<file path="src/rtl/eth_parser_pkg.sv">
// ============================================================================
//  Module  : eth_parser_pkg
//  Purpose : Shared types, byte offsets and ethertype classification for the
//            L2 header parser and downstream classification stages.
//  Contents: ethertype_t, mac_addr_t, eth_class_t, eth_metadata_t,
//            parser_state_t, ETH_OFF_* byte offsets, classify_ethertype().
//  Revision: 1.0 - initial release
// ============================================================================
`default_nettype none

package eth_parser_pkg;

  typedef logic [15:0] ethertype_t;
  typedef logic [47:0] mac_addr_t;

  localparam ethertype_t ETHERTYPE_IPV4 = 16'h0800;
  localparam ethertype_t ETHERTYPE_ARP  = 16'h0806;
  localparam ethertype_t ETHERTYPE_IPV6 = 16'h86DD;
  localparam ethertype_t ETHERTYPE_VLAN = 16'h8100;

  // Byte offsets within the frame, counted from the first DA byte.
  localparam logic [4:0] ETH_OFF_DA         = 5'd0;
  localparam logic [4:0] ETH_OFF_SA         = 5'd6;
  localparam logic [4:0] ETH_OFF_TYPE       = 5'd12;
  localparam logic [4:0] ETH_OFF_TCI        = 5'd14;
  localparam logic [4:0] ETH_OFF_INNER_TYPE = 5'd16;
  localparam logic [4:0] ETH_HDR_LEN        = 5'd14;
  localparam logic [4:0] ETH_HDR_LEN_VLAN   = 5'd18;

  typedef enum logic [0:0] {
    HDR     = 1'b0,
    PAYLOAD = 1'b1
  } parser_state_t;

  typedef struct packed {
    logic is_ipv4;
    logic is_ipv6;
    logic is_arp;
    logic is_unknown;
  } eth_class_t;

  typedef struct packed {
    mac_addr_t  dest_mac;
    mac_addr_t  src_mac;
    ethertype_t ethertype;
    logic       vlan_present;
    logic [11:0] vlan_id;
    logic [4:0] l2_header_len;
    eth_class_t cls;
  } eth_metadata_t;

  // Exactly one flag is set; an inner VLAN tag (QinQ) lands in is_unknown.
  function automatic eth_class_t classify_ethertype(input ethertype_t etype);
    eth_class_t c;
    c = '0;
    case (etype)
      ETHERTYPE_IPV4: c.is_ipv4    = 1'b1;
      ETHERTYPE_IPV6: c.is_ipv6    = 1'b1;
      ETHERTYPE_ARP:  c.is_arp     = 1'b1;
      default:        c.is_unknown = 1'b1;
    endcase
    return c;
  endfunction

endpackage

`default_nettype wire

</file>
<file path="src/rtl/eth_meta_reg.sv">
// ============================================================================
//  Module  : eth_meta_reg
//  Purpose : Single-entry holding register with valid/ready output handshake.
//            load captures load_data and raises valid; valid drops on
//            valid & ready. The producer must only load when the slot is
//            free (valid low) or being consumed in the same cycle.
//  Ports   : clk, rst (async, active-high), load, load_data[WIDTH-1:0],
//            data[WIDTH-1:0], valid, ready
//  Revision: 1.0 - initial release
// ============================================================================
`default_nettype none

module eth_meta_reg #(
  parameter int WIDTH = 8
) (
  input  logic             clk,
  input  logic             rst,
  input  logic             load,
  input  logic [WIDTH-1:0] load_data,
  output logic [WIDTH-1:0] data,
  output logic             valid,
  input  logic             ready
);

  logic [WIDTH-1:0] r_data;
  logic             r_valid;

  always_ff @(posedge clk or posedge rst) begin
    if (rst) begin
      r_data  <= '0;
      r_valid <= 1'b0;
    end else if (load) begin
      r_data  <= load_data;
      r_valid <= 1'b1;
    end else if (r_valid && ready) begin
      r_valid <= 1'b0;
    end
  end

  assign data  = r_data;
  assign valid = r_valid;

endmodule

`default_nettype wire

</file>
<file path="src/rtl/eth_header_parser.sv">
// ============================================================================
//  Module  : eth_header_parser
//  Purpose : Byte-wide Ethernet L2 header parser. Extracts DA, SA, an optional
//            single 802.1Q tag and the EtherType into eth_metadata_t, and
//            forwards the remaining bytes as a combinational payload stream.
//  Ports   : clk, rst (async, active-high)
//            s_tdata/s_tvalid/s_tready/s_tlast : input frame stream
//            m_meta/m_meta_valid/m_meta_ready  : parsed metadata
//            p_tdata/p_tvalid/p_tready/p_tlast : payload stream
//            runt_err                          : 1-cycle runt pulse
//            stat_frames/stat_runts/stat_vlan  : saturating counters
//                                                (ETH_PARSER_STATS_EN only)
//  Config  : define ETH_PARSER_STATS_EN to add the statistics counters.
//  Revision: 1.0 - initial release
// ============================================================================
`default_nettype none

module eth_header_parser
  import eth_parser_pkg::*;
#(
  parameter int STATS_W = 32
) (
  input  logic          clk,
  input  logic          rst,
  input  logic [7:0]    s_tdata,
  input  logic          s_tvalid,
  output logic          s_tready,
  input  logic          s_tlast,
  output eth_metadata_t m_meta,
  output logic          m_meta_valid,
  input  logic          m_meta_ready,
  output logic [7:0]    p_tdata,
  output logic          p_tvalid,
  input  logic          p_tready,
  output logic          p_tlast,
  output logic          runt_err
`ifdef ETH_PARSER_STATS_EN
  ,
  output logic [STATS_W-1:0] stat_frames,
  output logic [STATS_W-1:0] stat_runts,
  output logic [STATS_W-1:0] stat_vlan
`endif
);

  function automatic logic in_field(input logic [4:0] cnt, input logic [4:0] lo,
                                    input logic [4:0] hi);
    return (cnt >= lo) && (cnt < hi);
  endfunction

  parser_state_t r_state, w_state_nxt;
  logic [4:0]    r_byte_cnt;
  mac_addr_t     r_dest_mac, r_src_mac;
  ethertype_t    r_outer_type, r_tci, r_inner_type;
  logic          r_runt_err;

  logic          w_accept, w_hdr_acc, w_last_plain, w_last_vlan;
  logic          w_hdr_done, w_runt;
  ethertype_t    w_outer_type;
  eth_metadata_t w_meta_nxt;

  assign w_accept  = s_tvalid & s_tready;
  assign w_hdr_acc = w_accept & (r_state == HDR);

  // On byte 13 the outer type is only half-registered; merge the live byte.
  assign w_outer_type = {r_outer_type[7:0], s_tdata};
  assign w_last_plain = (r_byte_cnt == ETH_HDR_LEN - 5'd1) &&
                        (w_outer_type != ETHERTYPE_VLAN);
  assign w_last_vlan  = (r_byte_cnt == ETH_HDR_LEN_VLAN - 5'd1);
  assign w_hdr_done   = w_hdr_acc & (w_last_plain | w_last_vlan);
  assign w_runt       = w_hdr_acc & s_tlast & ~w_hdr_done;

  // ---------------- FSM: state register ----------------
  always_ff @(posedge clk or posedge rst) begin
    if (rst) r_state <= HDR;
    else     r_state <= w_state_nxt;
  end

  // ---------------- FSM: next state ----------------
  always_comb begin
    w_state_nxt = r_state;
    case (r_state)
      HDR:     if (w_hdr_done && !s_tlast) w_state_nxt = PAYLOAD;
      PAYLOAD: if (w_accept && s_tlast)    w_state_nxt = HDR;
      default: w_state_nxt = HDR;
    endcase
  end

  // ---------------- FSM: outputs ----------------
  always_comb begin
    s_tready = 1'b0;
    p_tvalid = 1'b0;
    p_tlast  = 1'b0;
    p_tdata  = s_tdata;
    if (!rst) begin
      case (r_state)
        HDR:     s_tready = ~m_meta_valid;
        PAYLOAD: begin
          s_tready = p_tready;
          p_tvalid = s_tvalid;
          p_tlast  = s_tlast;
        end
        default: s_tready = 1'b0;
      endcase
    end
  end

  // ---------------- header byte capture ----------------
  always_ff @(posedge clk or posedge rst) begin
    if (rst) begin
      r_byte_cnt   <= '0;
      r_dest_mac   <= '0;
      r_src_mac    <= '0;
      r_outer_type <= '0;
      r_tci        <= '0;
      r_inner_type <= '0;
      r_runt_err   <= 1'b0;
    end else begin
      r_runt_err <= w_runt;
      if (w_hdr_done || w_runt) begin
        r_byte_cnt <= '0;
      end else if (w_hdr_acc) begin
        r_byte_cnt <= r_byte_cnt + 5'd1;
      end
      if (w_hdr_acc) begin
        if (in_field(r_byte_cnt, ETH_OFF_DA, ETH_OFF_SA))
          r_dest_mac <= {r_dest_mac[39:0], s_tdata};
        if (in_field(r_byte_cnt, ETH_OFF_SA, ETH_OFF_TYPE))
          r_src_mac <= {r_src_mac[39:0], s_tdata};
        if (in_field(r_byte_cnt, ETH_OFF_TYPE, ETH_OFF_TCI))
          r_outer_type <= {r_outer_type[7:0], s_tdata};
        if (in_field(r_byte_cnt, ETH_OFF_TCI, ETH_OFF_INNER_TYPE))
          r_tci <= {r_tci[7:0], s_tdata};
        if (in_field(r_byte_cnt, ETH_OFF_INNER_TYPE, ETH_HDR_LEN_VLAN))
          r_inner_type <= {r_inner_type[7:0], s_tdata};
      end
    end
  end

  // Metadata assembled from registered fields plus the final live byte.
  always_comb begin
    w_meta_nxt          = '0;
    w_meta_nxt.dest_mac = r_dest_mac;
    w_meta_nxt.src_mac  = r_src_mac;
    if (w_last_vlan) begin
      w_meta_nxt.ethertype     = {r_inner_type[7:0], s_tdata};
      w_meta_nxt.vlan_present  = 1'b1;
      w_meta_nxt.vlan_id       = r_tci[11:0];
      w_meta_nxt.l2_header_len = ETH_HDR_LEN_VLAN;
    end else begin
      w_meta_nxt.ethertype     = w_outer_type;
      w_meta_nxt.l2_header_len = ETH_HDR_LEN;
    end
    w_meta_nxt.cls = classify_ethertype(w_meta_nxt.ethertype);
  end

  eth_meta_reg #(
    .WIDTH ($bits(eth_metadata_t))
  ) u_meta_reg (
    .clk       (clk),
    .rst       (rst),
    .load      (w_hdr_done),
    .load_data (w_meta_nxt),
    .data      (m_meta),
    .valid     (m_meta_valid),
    .ready     (m_meta_ready)
  );

  assign runt_err = r_runt_err;

`ifdef ETH_PARSER_STATS_EN
  logic               w_meta_hs;
  logic [STATS_W-1:0] r_stat_frames, r_stat_runts, r_stat_vlan;

  assign w_meta_hs = m_meta_valid & m_meta_ready;

  always_ff @(posedge clk or posedge rst) begin
    if (rst) begin
      r_stat_frames <= '0;
      r_stat_runts  <= '0;
      r_stat_vlan   <= '0;
    end else begin
      if (w_meta_hs && (r_stat_frames != '1))
        r_stat_frames <= r_stat_frames + STATS_W'(1);
      if (r_runt_err && (r_stat_runts != '1))
        r_stat_runts <= r_stat_runts + STATS_W'(1);
      if (w_meta_hs && m_meta.vlan_present && (r_stat_vlan != '1))
        r_stat_vlan <= r_stat_vlan + STATS_W'(1);
    end
  end

  assign stat_frames = r_stat_frames;
  assign stat_runts  = r_stat_runts;
  assign stat_vlan   = r_stat_vlan;
`else
  localparam int unused_stats_w = STATS_W;
`endif

endmodule

`default_nettype wire

</file>
<file path="config.mk">
export PLATFORM = sky130hd
export DESIGN_NAME = eth_header_parser
export DESIGN_NICKNAME = d
export VERILOG_FILES = /design/src/rtl/eth_parser_pkg.sv /design/src/rtl/eth_meta_reg.sv /design/src/rtl/eth_header_parser.sv
export SDC_FILE = /design/constraint.sdc
export NUM_CORES = 1
export LEC_CHECK = 0
export CORE_MARGIN = 10
export CORE_UTILIZATION = 45
export CTS_CLUSTER_DIAMETER = 30
export DETAILED_ROUTE_END_ITERATION = 8
export MAX_ROUTING_LAYER = met4
export PLACE_DENSITY = 0.78
export SETUP_SLACK_MARGIN = 0.05
export SLEW_MARGIN = 40
export SYNTH_ARGS = -nofsm -noshare
export SYNTH_HDL_FRONTEND = slang
export SYNTH_HIERARCHICAL = 1
export SYNTH_SLANG_ARGS = --single-unit
</file>
<file path="constraint.sdc">
create_clock -name clk -period 6.35 [get_ports clk]
set_input_delay 1.5875 -clock clk [delete_from_list [all_inputs] [get_ports clk]]
set_output_delay 1.5875 -clock clk [all_outputs]
set_load 0.005 [all_outputs]
</file>
Word-level counts from Yosys, hierarchy flattened:

Cells that the tools add are included.

* bits of input ports: 14
* bits in registers: 266

* bitwise gates (word level): 9
* reduce and logical (&&, ||, !) cells: 19
* mux-type cells: 20
* add/sub/neg operators: 1
* equality and inequality tests: 6
* order comparisons: 10

Operator list (count)
* == test 16 x 12 -> 1 bit, second input constant: 2
* == test 16 bit, second input constant: 1
* two-way mux 16 bit: 1
* != test 16 bit, second input constant: 1
* two-way mux 5 bit: 3
* two-way mux 1 bit: 13
* two-way mux 13 bit: 1
* greater-or-equal comparator 5 x 4 -> 1 bit, second input constant: 2
* less-than comparator 5 x 4 -> 1 bit, second input constant: 2
* less-than comparator 5 bit, second input constant: 2
* AND reduction 2 bit: 5
* logical AND 1 bit: 9
* adder 5 x 1 -> 5 bit, second input constant: 1
* AND 1 bit: 5
* == test 5 x 4 -> 1 bit, second input constant: 1
* == test 5 bit, second input constant: 1
* greater-or-equal comparator 5 x 1 -> 1 bit, second input constant: 1
* greater-or-equal comparator 5 x 3 -> 1 bit, second input constant: 1
* greater-or-equal comparator 5 bit, second input constant: 1
* less-than comparator 5 x 3 -> 1 bit, second input constant: 1
* one-hot mux 1 bit (2 select lines): 2
* nonzero test 2 bit: 2
* NOT 1 bit: 3
* OR reduction 3 bit: 1
* other kinds (3): 3

Depth between registers and ports, before layout:

* word-level depth: 10
* depth in mapped cells: 13
* depth with buffers taken out: 7

By module:

The synthesis kept the hierarchy.

Modules (own cells, without submodules)
* eth_header_parser: area an instance 5604.1 µm², cells each 390, instances 1
* eth_meta_reg: area an instance 5205.0 µm², cells each 287, instances 1

Worst setup path after synthesis:

Ideal clock, no wire load.

* kind: input-to-output
* start point: input rst
* end point: output p_tlast
* stages: 2
* arrival time: 4.769 ns
* slack: -0.007 ns
* path buffers: 0
* cell sequence: inv_1 and3_1

* longest elaborated chain between the ends: 1

RTL lines
* from (decl): RTL line eth_header_parser.sv:24 `input logic rst,`
* two-way mux 1 bit: RTL line eth_header_parser.sv:94 `if (!rst) begin`
* to (decl): RTL line eth_header_parser.sv:35 `output logic p_tlast,`

No other way between the ends.

Worst setup path in the final report:

* start point: input rst
* end point: output s_tready

* longest elaborated chain between the ends: 1

RTL lines
* two-way mux 1 bit: RTL line eth_header_parser.sv:94
* to (decl): RTL line eth_header_parser.sv:27 `output logic s_tready,`

No other way between the ends.

==> impl_metrics.py <==
metrics = {
    "grt": {
        "gr-total-overflow": 0,
        "antenna_found_initial": 0,
        "grt_pass1_vias": 6653,
        "grt_usage": 0.162,
        "grt_pass1_wl_mm": 39.0,
        "grt_max_degree": 98,
    },
    "synthesis": {
        "synthDistinctLibCells": 47,
        "syn_inst": 677,
        "synthTopCellsByArea": "dfrtp_1 (62%), mux2_2 (22%), mux2_4 (6.8%)",
        "synth_top_cell_by_area": "dfrtp_1",
        "synth.top_cell.area_share": 0.616,
        "netlist_area_sq_um": 10800,
        "ys_seq_area_frac": 0.616,
        "syn_area_per_cell_sq_um": 16.0,
        "synthArstFlopShare": 1.00,
        "synthesis.nets": 694,
        "synth_ff_type": "dfrtp_1",
        "ys.warnings.count": 6,
        "synth_edf_count": 0,
        "synth_seq_cells": 266,
    },
    "place": {
        "routabilityCongestion": 0.797,
        "dpl_cell_area_sq_um": 12600,
        "dpl.hpwl_mm": 15.3,
        "placedCellCount": 1123,
        "io_buffers": 160,
    },
    "worst_setup_path": {
        "critPathLaunchType": "primary input",
        "cp_max_fo": 4,
        "crit_slowest_cell": "clkdlybuf4s50_1",
        "crit_start": "rst",
        "cp_top_family": "buffers and inverters",
        "critPathRequiredTime_ns": 4.76,
        "cpPeakStageDelay_ns": 0.59,
        "path_buf_inv": 2,
        "cp-end-kind": "primary output",
        "arrival_ns": 3.23,
        "crit_top_cell": "clkdlybuf4s50_1",
        "critical_path_class": "primary input to primary output",
        "worst-r2r-setup-slack_ns": 3.08,
        "crit_chain": "clkdlybuf4s50_1, a211oi_1, clkdlybuf4s50_1",
        "r2r_start": "r_byte_cnt[1]",
    },
    "clock_tree": {
        "clk_latency_ns": 0.54,
        "cts_tree": "done",
        "post-cts-setup-buffers": 0,
        "cts_buffers": 51,
        "clkSinkCount": 266,
        "h-tree-depth": 2,
        "root_buffer": "clkbuf_16",
        "cts_resized": 0,
        "clkSlewWorstSetupHoldPaths_ns": 0.05,
        "cts_buffer_depth": 3,
        "postCtsHoldBufs": 0,
    },
    "timing": {
        "fin_crit_ns": 4.81,
        "tightest_slew_ns": 0.736,
        "whs_ns": 0.497,
        "relSlewSlack": 0.509,
        "tns_ns": 0,
        "fin_skew_ns": 0.0249,
        "rsz0062_at_grt": "no",
        "fmax_mhz": 208,
        "drv_slew": 0,
        "hold_violations": 0,
        "fin_crit_sh": 0.758,
        "setup_viol": 0,
    },
    "power": {
        "power.share.switching": 0.268,
        "cellInternalPower_mw": 4.71,
        "pwr-share-comb": 0.186,
        "p_leak_nw": 6.59,
        "p_per_area_nw_per_um2": 446,
        "p_switching_mw": 1.72,
        "power_frac_clock": 0.419,
        "seqPwrFrac": 0.395,
        "ir_drop_uv": 278,
    },
    "final_layout": {
        "fin_cells": 1217,
        "layout_commonest_cell": "dfrtp_1",
        "finalInstanceArea_sq_um": 14400,
        "seq_area_sq_um": 6660,
        "fillCellCount": 1791,
        "nets": 874,
        "drive_gt1_frac": 0.419,
        "mostFrequentLayoutCells": "dfrtp_1 (266), mux2_2 (213), clkdlybuf4s50_1 (160), clkbuf_16 (51), mux2_4 (49)",
        "multi_input_area_sq_um": 3830,
        "diodes": 0,
        "synthToLayoutAreaGrowth_pct": 33.4,
        "fin_util": 0.613,
    },
    "drt": {
        "drt-wirelength-per-cell_um": 19.8,
        "viasPerCell": 5.08,
        "drtPass1Iterations": 4,
        "wl_mm": 24.1,
        "drc": 0,
        "drtIter0Drc": 262,
        "ant_nets": 0,
        "vias": 6184,
    },
    "die": {
        "die_w_um": 175,
        "start_util": 0.459,
        "num_rows": 56,
        "fp.dieH_um": 175,
        "dieArea_sq_um": 30600,
        "io_pins": 161,
        "core_area_sq_um": 23500,
    },
    "job": {
        "maxCapViolations": 0,
    },
    "hold_path": {
        "hp-start": "r_tci[11]",
        "hp-class": "register to register",
    },
    "outcome": {
        "outcome": "complete, no violations",
    },
}
[layout make-up]
| class | count | area share |
|---|---|---|
| flip-flops and latches | 266 | 0.461 |
| multi-input cells | 356 | 0.266 |
| repair buffers | 170 | 0.118 |
| clock buffers | 57 | 0.0935 |
| clock inverters | 37 | 0.0295 |
| well taps | 319 | 0.0277 |
| inverters | 12 | 0.00390 |
[worst reg2reg max path, cell delays in order, from the launching register on]
cell and delay, ns:
dfrtp_1 0.55, inv_1 0.20, ha_1 0.18, and4bb_2 0.68, inv_1 0.16, o21a_1 0.21
nor2_4 0.13, buf_12 0.43, mux2_2 0.60
[power groups by stage]
stage,clock network [mW],registers (mW),logic [mW]
after global placement,0,2.54,1.17
after global routing,2.83,2.61,1.30
after floorplan,0,2.42,0.739
after CTS,2.75,2.54,1.22
after detailed placement,0,2.56,1.21
final,2.70,2.54,1.20
[logic make-up (layout without fill, tap and decap cells)]
| kind of cell | count (synthesis) | count (layout) | synth area share |
|---|---|---|---|
| multiplexers | 266 | 266 | 0.294 |
| adder cells (fa/ha/maj) | 3 | 3 | 0.00347 |
| AO/OA/AOI/OAI | 19 | 19 | 0.0142 |
| AND/OR/NAND/NOR | 65 | 65 | 0.0399 |
| XOR/XNOR | 1 | 1 | 0.000810 |
| other | 2 | 2 | 0.000695 |
| flip-flops | 266 | 266 | 0.616 |
| buffers and inverters | 55 | 276 | 0.0314 |
[layer usage]
| layer | global-route usage | vias up | wire length (um) | share of wire |
|---|---|---|---|---|
| met3 | 0.0418 | 24 | 1240 | 0.052 |
| met2 | 0.263 | 162 | 12200 | 0.51 |
| met4 | 0.0427 | 0 | 294 | 0.012 |
| met5 | - | - | 0 | 0 |
| li1 | - | 2788 | - | - |
| met1 | 0.198 | 3210 | 10300 | 0.43 |
[state kept, by name, indices dropped and copies added (netlist names)]
register	count
u_meta_reg/data	134
r_dest_mac	48
r_src_mac	48
r_tci	12
r_inner_type	8
r_outer_type	8
r_byte_cnt	5
r_state	1
runt_err	1
u_meta_reg/valid	1
[final timing paths]
kind                                       end  cells after the start
max in group asynchronous  u_meta_reg/data[42]                      3
min in group asynchronous  u_meta_reg/data[16]                      2
max reg2reg                u_meta_reg/data[44]                      8
min                                  r_tci[11]                      1
max                                   s_tready                      3
min reg2reg                          r_tci[11]                      1
[cell usage after synthesis, types with 2 or more instances]
cell type and instances:
mux2_2 213, buf_6 9, nor2b_1 3, mux2i_1 4
ha_1 3, o21ai_0 4, clkbuf_1 6, nor3b_1 3
and2_1 12, buf_2 16, nor2_1 6, nand3_1 5
a21oi_1 2, conb_1 2, nor4_1 3, nor4b_1 2
nand2_1 9, and3_1 4, a211oi_1 2, dfrtp_1 266
mux2_4 49, nand4b_1 4, o211ai_1 2, inv_1 12
buf_4 12, nor3_1 2, nor2_4 2
[through the flow]
stage	total power, mW	setup slack (ns)
floorplan	3.16	0.732
global placement	3.71	1.67
detailed placement	3.77	1.55
CTS	6.51	1.54
global route	6.74	1.47
finish	6.43	1.54
(Power assumes the default switching activity.)
